### src/rtl/game_pkg.sv
// Shared definitions for the guessing-game stages: state encoding, LFSR taps, default widths.
package game_pkg;

    localparam int DEF_WIDTH = 8;

    // Right-shifting Galois mask for x^8+x^6+x^5+x^4+1.
    localparam logic [7:0] LFSR_TAPS = 8'hB8;

    typedef enum logic [2:0] {
        ST_IDLE   = 3'd0,
        ST_LOAD   = 3'd1,
        ST_PLAY   = 3'd2,
        ST_RESULT = 3'd3,
        ST_DONE   = 3'd4
    } state_t;

endpackage

### src/rtl/round_judge_if.sv
// Player-side controls and judged results of one round_judge instance.
interface round_judge_if #(
    parameter int WIDTH = 8
);
    logic             start;
    logic             submit;
    logic [WIDTH-1:0] guess;
    logic [WIDTH-1:0] target;
    logic             is_equal;
    logic             is_miss;
    logic             round_active;
    logic [3:0]       rounds_left;
    logic             game_over;

    modport master (
        output start, submit, guess,
        input  target, is_equal, is_miss, round_active, rounds_left, game_over
    );

    modport slave (
        input  start, submit, guess,
        output target, is_equal, is_miss, round_active, rounds_left, game_over
    );
endinterface

### src/rtl/lfsr_gen.sv
// Free-running Galois LFSR; a non-zero seed keeps it out of the all-zero lockup state.
module lfsr_gen
    import game_pkg::*;
#(
    parameter int               WIDTH = DEF_WIDTH,
    parameter logic [WIDTH-1:0] SEED  = 8'hA5,
    parameter logic [WIDTH-1:0] TAPS  = LFSR_TAPS
) (
    input  logic             clk,
    input  logic             rst,
    output logic [WIDTH-1:0] value
);

    always_ff @(posedge clk or negedge rst) begin
        if (!rst)
            value <= SEED;
        else if (value[0])
            value <= (value >> 1) ^ TAPS;
        else
            value <= value >> 1;
    end

endmodule

### src/rtl/round_judge.sv
// Round controller: draws a target, judges submits or timeouts, and issues one hit/miss pulse per round.
module round_judge
    import game_pkg::*;
#(
    parameter int               WIDTH          = DEF_WIDTH,
    parameter logic [15:0]      TIMEOUT_CYCLES = 16'd50000,
    parameter int               NUM_ROUNDS     = 15,
    parameter logic [WIDTH-1:0] LFSR_SEED      = 8'hA5
) (
    input logic          clk,
    input logic          rst,
    round_judge_if.slave bus
);

    localparam int               TW          = $clog2(TIMEOUT_CYCLES);
    localparam logic [TW-1:0]    TIMER_INIT  = TW'(TIMEOUT_CYCLES - 16'd1);
    localparam logic [3:0]       ROUNDS_INIT = 4'(NUM_ROUNDS);

    state_t           state, state_d;
    logic [WIDTH-1:0] lfsr_value;
    logic [WIDTH-1:0] target, target_d;
    logic [TW-1:0]    timer, timer_d;
    logic [3:0]       rounds_left, rounds_d;
    logic             is_equal, is_equal_d;
    logic             is_miss, is_miss_d;
    logic             round_active, game_over;

    lfsr_gen #(
        .WIDTH (WIDTH),
        .SEED  (LFSR_SEED),
        .TAPS  (WIDTH'(LFSR_TAPS))
    ) u_lfsr (
        .clk   (clk),
        .rst   (rst),
        .value (lfsr_value)
    );

    always_ff @(posedge clk or negedge rst) begin
        if (!rst) begin
            state        <= ST_IDLE;
            target       <= '0;
            timer        <= '0;
            rounds_left  <= '0;
            is_equal     <= 1'b0;
            is_miss      <= 1'b0;
            round_active <= 1'b0;
            game_over    <= 1'b0;
        end else begin
            state        <= state_d;
            target       <= target_d;
            timer        <= timer_d;
            rounds_left  <= rounds_d;
            is_equal     <= is_equal_d;
            is_miss      <= is_miss_d;
            round_active <= (state_d == ST_PLAY);
            game_over    <= (state_d == ST_DONE);
        end
    end

    always_comb begin
        state_d    = state;
        target_d   = target;
        timer_d    = timer;
        rounds_d   = rounds_left;
        is_equal_d = 1'b0;
        is_miss_d  = 1'b0;
        case (state)
            ST_IDLE, ST_DONE: begin
                if (bus.start) begin
                    state_d  = ST_LOAD;
                    rounds_d = ROUNDS_INIT;
                end
            end
            ST_LOAD: begin
                target_d = lfsr_value;
                timer_d  = TIMER_INIT;
                state_d  = ST_PLAY;
            end
            ST_PLAY: begin
                // A submit on the last timer cycle wins over the timeout.
                if (bus.submit) begin
                    state_d = ST_RESULT;
                    if (bus.guess == target)
                        is_equal_d = 1'b1;
                    else
                        is_miss_d = 1'b1;
                end else if (timer == '0) begin
                    state_d   = ST_RESULT;
                    is_miss_d = 1'b1;
                end else begin
                    timer_d = timer - TW'(1);
                end
            end
            ST_RESULT: begin
                rounds_d = rounds_left - 4'd1;
                state_d  = (rounds_left == 4'd1) ? ST_DONE : ST_LOAD;
            end
            default: state_d = ST_IDLE;
        endcase
    end

    assign bus.target       = target;
    assign bus.is_equal     = is_equal;
    assign bus.is_miss      = is_miss;
    assign bus.round_active = round_active;
    assign bus.rounds_left  = rounds_left;
    assign bus.game_over    = game_over;

endmodule

### src/flat_wrapper.sv
// flat-port wrapper written by rule: the top's interface ports become plain ports
module round_judge_flat import game_pkg::*;
#(
    parameter int               WIDTH          = DEF_WIDTH,
    parameter logic [15:0]      TIMEOUT_CYCLES = 16'd50000,
    parameter int               NUM_ROUNDS     = 15,
    parameter logic [WIDTH-1:0] LFSR_SEED      = 8'hA5
)
  (clk, rst, bus_start, bus_submit, bus_guess, bus_target, bus_is_equal, bus_is_miss, bus_round_active, bus_rounds_left, bus_game_over);
  round_judge_if #(.WIDTH(WIDTH)) bus_i ();
  input logic clk;
  input logic rst;
  input wire logic [$bits(bus_i.start)-1:0] bus_start;
  input wire logic [$bits(bus_i.submit)-1:0] bus_submit;
  input wire logic [$bits(bus_i.guess)-1:0] bus_guess;
  output wire logic [$bits(bus_i.target)-1:0] bus_target;
  output wire logic [$bits(bus_i.is_equal)-1:0] bus_is_equal;
  output wire logic [$bits(bus_i.is_miss)-1:0] bus_is_miss;
  output wire logic [$bits(bus_i.round_active)-1:0] bus_round_active;
  output wire logic [$bits(bus_i.rounds_left)-1:0] bus_rounds_left;
  output wire logic [$bits(bus_i.game_over)-1:0] bus_game_over;
  assign bus_i.start = bus_start;
  assign bus_i.submit = bus_submit;
  assign bus_i.guess = bus_guess;
  assign bus_target = bus_i.target;
  assign bus_is_equal = bus_i.is_equal;
  assign bus_is_miss = bus_i.is_miss;
  assign bus_round_active = bus_i.round_active;
  assign bus_rounds_left = bus_i.rounds_left;
  assign bus_game_over = bus_i.game_over;
  round_judge #(.WIDTH(WIDTH), .TIMEOUT_CYCLES(TIMEOUT_CYCLES), .NUM_ROUNDS(NUM_ROUNDS), .LFSR_SEED(LFSR_SEED)) u_core (.clk(clk), .rst(rst), .bus(bus_i));
endmodule
### config.mk
export PLATFORM = sky130hd
export DESIGN_NAME = round_judge_flat
export DESIGN_NICKNAME = d
export VERILOG_FILES = /design/src/rtl/game_pkg.sv /design/src/rtl/round_judge_if.sv /design/src/rtl/lfsr_gen.sv /design/src/rtl/round_judge.sv /design/src/flat_wrapper.sv
export SDC_FILE = /design/constraint.sdc
export NUM_CORES = 1
export LEC_CHECK = 0
export ABC_CLOCK_PERIOD_IN_PS = 5510
export CAP_MARGIN = 15
export CORE_MARGIN = 8
export CORE_UTILIZATION = 58
export CTS_CLUSTER_DIAMETER = 200
export DETAILED_ROUTE_END_ITERATION = 12
export PLACE_DENSITY_LB_ADDON = 0.2
export SETUP_SLACK_MARGIN = 0.3
export SYNTH_ARGS = -nofsm -noshare
export SYNTH_HDL_FRONTEND = slang
export SYNTH_SLANG_ARGS = --single-unit
export TNS_END_PERCENT = 100
### constraint.sdc
create_clock -name clk -period 5.51 [get_ports clk]
set_input_delay 0.8265 -clock clk [delete_from_list [all_inputs] [get_ports clk]]
set_output_delay 0.8265 -clock clk [all_outputs]
set_load 0.005 [all_outputs]
==> reports/results.tsv <==
stage	metric	value	unit
yosys	yosysTopAreaCellShare	46.71	%
setup_path	worstSetupPathType	in2reg	
setup_path	path_max_fanout	22	
floorplan	chipHeight	76.02	um
setup_path	start_kind	input port	
floorplan	io_pins	28	
timing	slew_viol_final	0	
timing	skew	0.006369	ns
route	wl_per_cell	15.42	um
cts	cts_buffers	5	
timing	period_share	46.16	%
yosys	synthesis.nets	229	
setup_path	max_stage_delay	0.47	ns
timing	clock.fmax	393.2	MHz
finish	final-seq-area	1081	sq um
yosys	synth-seq-cells	43	
global_route	grt_max_degree	44	
finish	insertedDiodeCount	0	
yosys	synth_edf_count	0	
yosys	syn_avg_cell_area	9.764	sq um
timing	fin_hold_ws	0.3993	ns
setup_path	cp-end-kind	flip-flop	
global_route	grt_pass1_wl	7.652	mm
setup_path	arrival	2.80	ns
yosys	syn_area	2090	sq um
min_path	hold_path.class	reg2reg	
cts	h-tree-depth	2	
timing	finalSetupViolations	0	
setup_path	crit_chain	clkdlybuf4s50_1 -> nor2_1 -> o32ai_1 -> a21oi_1 -> inv_2 -> or3_1 -> o41ai_2	
setup_path	crit_required	5.76	ns
floorplan	fp-row-count	22	
floorplan	core_area	3551	sq um
yosys	ys.flop_type	dfrtp_1	
global_route	gr-usage-all-layers	15.74	%
cts	cts_num_sinks	43	
placement	numPortBuffers	27	
setup_path	cp_slowest_cell	clkdlybuf4s50_1	
route	antenna_left	0	
route	drc	0	
yosys	postSynthCellCount	214	
yosys	yosysWarnings	0	
placement	hpwl	3.005	mm
power_and_ir_drop	vdd_drop_max	0.1796	mV
finish	fin_nets	255	
power_and_ir_drop	leakagePower	1.027	nW
yosys	synthArstFlopShare	100.0	%
timing	slew_headroom	38.58	%
route	drt-initial-drc-count	123	
timing	grt_setup_unrepaired	false	
yosys	yosysTopAreaCell	dfrtp_1	
finish	n_fill_cell	274	
global_route	antenna_found_initial	0	
cts	post_cts_buffers	0	
finish	multi_input_area	937.1	sq um
floorplan	initial_core_util	58.84	%
route	drt_pre_antenna_iters	4	
route	wirelength	4.455	mm
cts	cts_hold_repair.buffers	0	
global_route	grt_overflow	0	
yosys	yosys.cell_types.count	42	
power_and_ir_drop	power_density	372.3	nW/um^2
floorplan	dieArea	5779	sq um
timing	period_needed	2.543	ns
global_route	grt_pass1_vias	1633	
cts	clockBufferDepth	2	
yosys	synthTopCellsByCount	dfrtp_1 (39), nand2_1 (31), nor2_1 (17)	
cts	cts_root_buf	clkbuf_4	
yosys	yosysSeqAreaShare	51.74	%
cts	clk_pin_slew	0.13	ns
cts	tritoncts	yes	
yosys	synth.most_common_cell	dfrtp_1	
placement	place.gp.congestion	0.7852	
timing	hold_viol	0	
timing	worst_pin_slew	0.9213	ns
route	viasPerCell	5.765	
outcome	status	finished clean	
floorplan	dieWidth	76.02	um
timing	setup_tns	0	ns
finish	drive_above_1_share	10.37	%
cts	insertion_delay	0.35	ns
cts	cts_resized	0	
yosys	synth_area_leaders	dfrtp_1 (47%), nand2_1 (5.6%), dfstp_2 (5.0%)	
finish	syn_to_final_growth	17.84	%
flow_run	drv_cap	0	
route	dr_total_vias	1666	
==> critical path, delay by kind of cell <==
family | cells | cell delay, ns
and+or+nand+nor | 2 | 0.56
AOI/OAI and AO/OA | 3 | 0.71
buffers and inverters | 2 | 0.69
==> layer usage <==
| metal | up-vias | global-route usage, % | part of all wire [%] |
|---|---|---|---|
| li1 | 808 | - | - |
| met1 | 810 | 18.69 | 46 |
| met2 | 43 | 26.74 | 48 |
| met3 | 5 | 4.717 | 5.6 |
| met4 | 0 | 4.314 | 0.65 |
| met5 | - | 0 | 0 |
==> logic make-up after synthesis <==
kind of cell | share of synthesized area (%)
mux | 1.437
fa+ha+maj | 1.797
flops | 51.74
compound gates | 10.36
simple gates | 26.23
xor+xnor | 5.030
buf+inv | 3.412
==> per-stage QoR <==
step	area (sq um)	power (mW)	cells	setup slack, ns	utilization (%)
final	2462	0.9167	289	2.967	69.34
after global routing	2462	0.9803	289	2.846	69.34
after global placement	2370	0.7024	280	2.749	66.74
after floorplan	2090	0.6240	214	3.355	-
after CTS	2451	0.9132	288	2.965	69.03
after detailed placement	2370	0.7125	280	2.606	66.74
==> power by group <==
part | internal [mW] | total, mW | switching (mW) | leakage, nW
sequential | 0.353 | 0.408 | 0.0553 | 0.521
clock | 0.0956 | 0.203 | 0.108 | 0.0452
combinational | 0.117 | 0.305 | 0.188 | 0.461
total | 0.565 | 0.917 | 0.351 | 1.03
==> cells in the final DEF, fill, tap and decap left out, types with 2 or more instances in the layout <==
cell type and instances:
ha_1 3, nor2_1 17, nor4_1 6, or3_1 9, and2_1 3, o21ai_0 9
or2_2 3, nand2b_1 5, dfstp_2 4, or3b_2 2, or4_1 7, dfrtp_1 39
nor3_1 6, a21oi_1 9, xnor2_1 9, nand3_1 8, clkdlybuf4s50_1 26, o31ai_1 3
inv_1 6, mux2i_1 3, xor2_1 3, clkbuf_4 5, nand2_1 31, a31o_2 3
==> state kept, by name, indices dropped and copies added (netlist names) <==
signal                   cells
u_core.bus.round_active      1
u_core.bus.game_over         1
u_core.u_lfsr.value          8
u_core.bus.is_equal          1
u_core.bus.rounds_left       4
u_core.bus.is_miss           1
u_core.timer                16
u_core.state                 3
u_core.bus.target            8
==> layout make-up <==
| type | instances | area share [%] |
|---|---|---|
| well taps | 48 | 2.439 |
| multi-input cells | 155 | 38.06 |
| clock inverters | 3 | 1.778 |
| inverters | 7 | 1.067 |
| repair buffers | 28 | 11.23 |
| flip-flops and latches | 43 | 43.90 |
| clock buffers | 5 | 1.524 |
==> final timing paths <==
| kind | from | endpoint | slack [ns] | cells after the start |
|---|---|---|---|---|
| setup / recovery | bus_submit | u_core.timer[13] | 2.97 | 7 |
| max in group asynchronous | rst | u_core.timer[9] | 4.35 | 1 |
| hold / removal | u_core.u_lfsr.value[3] | u_core.u_lfsr.value[2] | 0.40 | 0 |
| min in group asynchronous | rst | u_core.bus.rounds_left[1] | 0.59 | 1 |
| setup reg to reg | u_core.timer[0] | u_core.timer[9] | 3.12 | 8 |
| hold reg to reg | u_core.u_lfsr.value[3] | u_core.u_lfsr.value[2] | 0.40 | 0 |
Note: power is estimated with default switching activity, not from simulation.
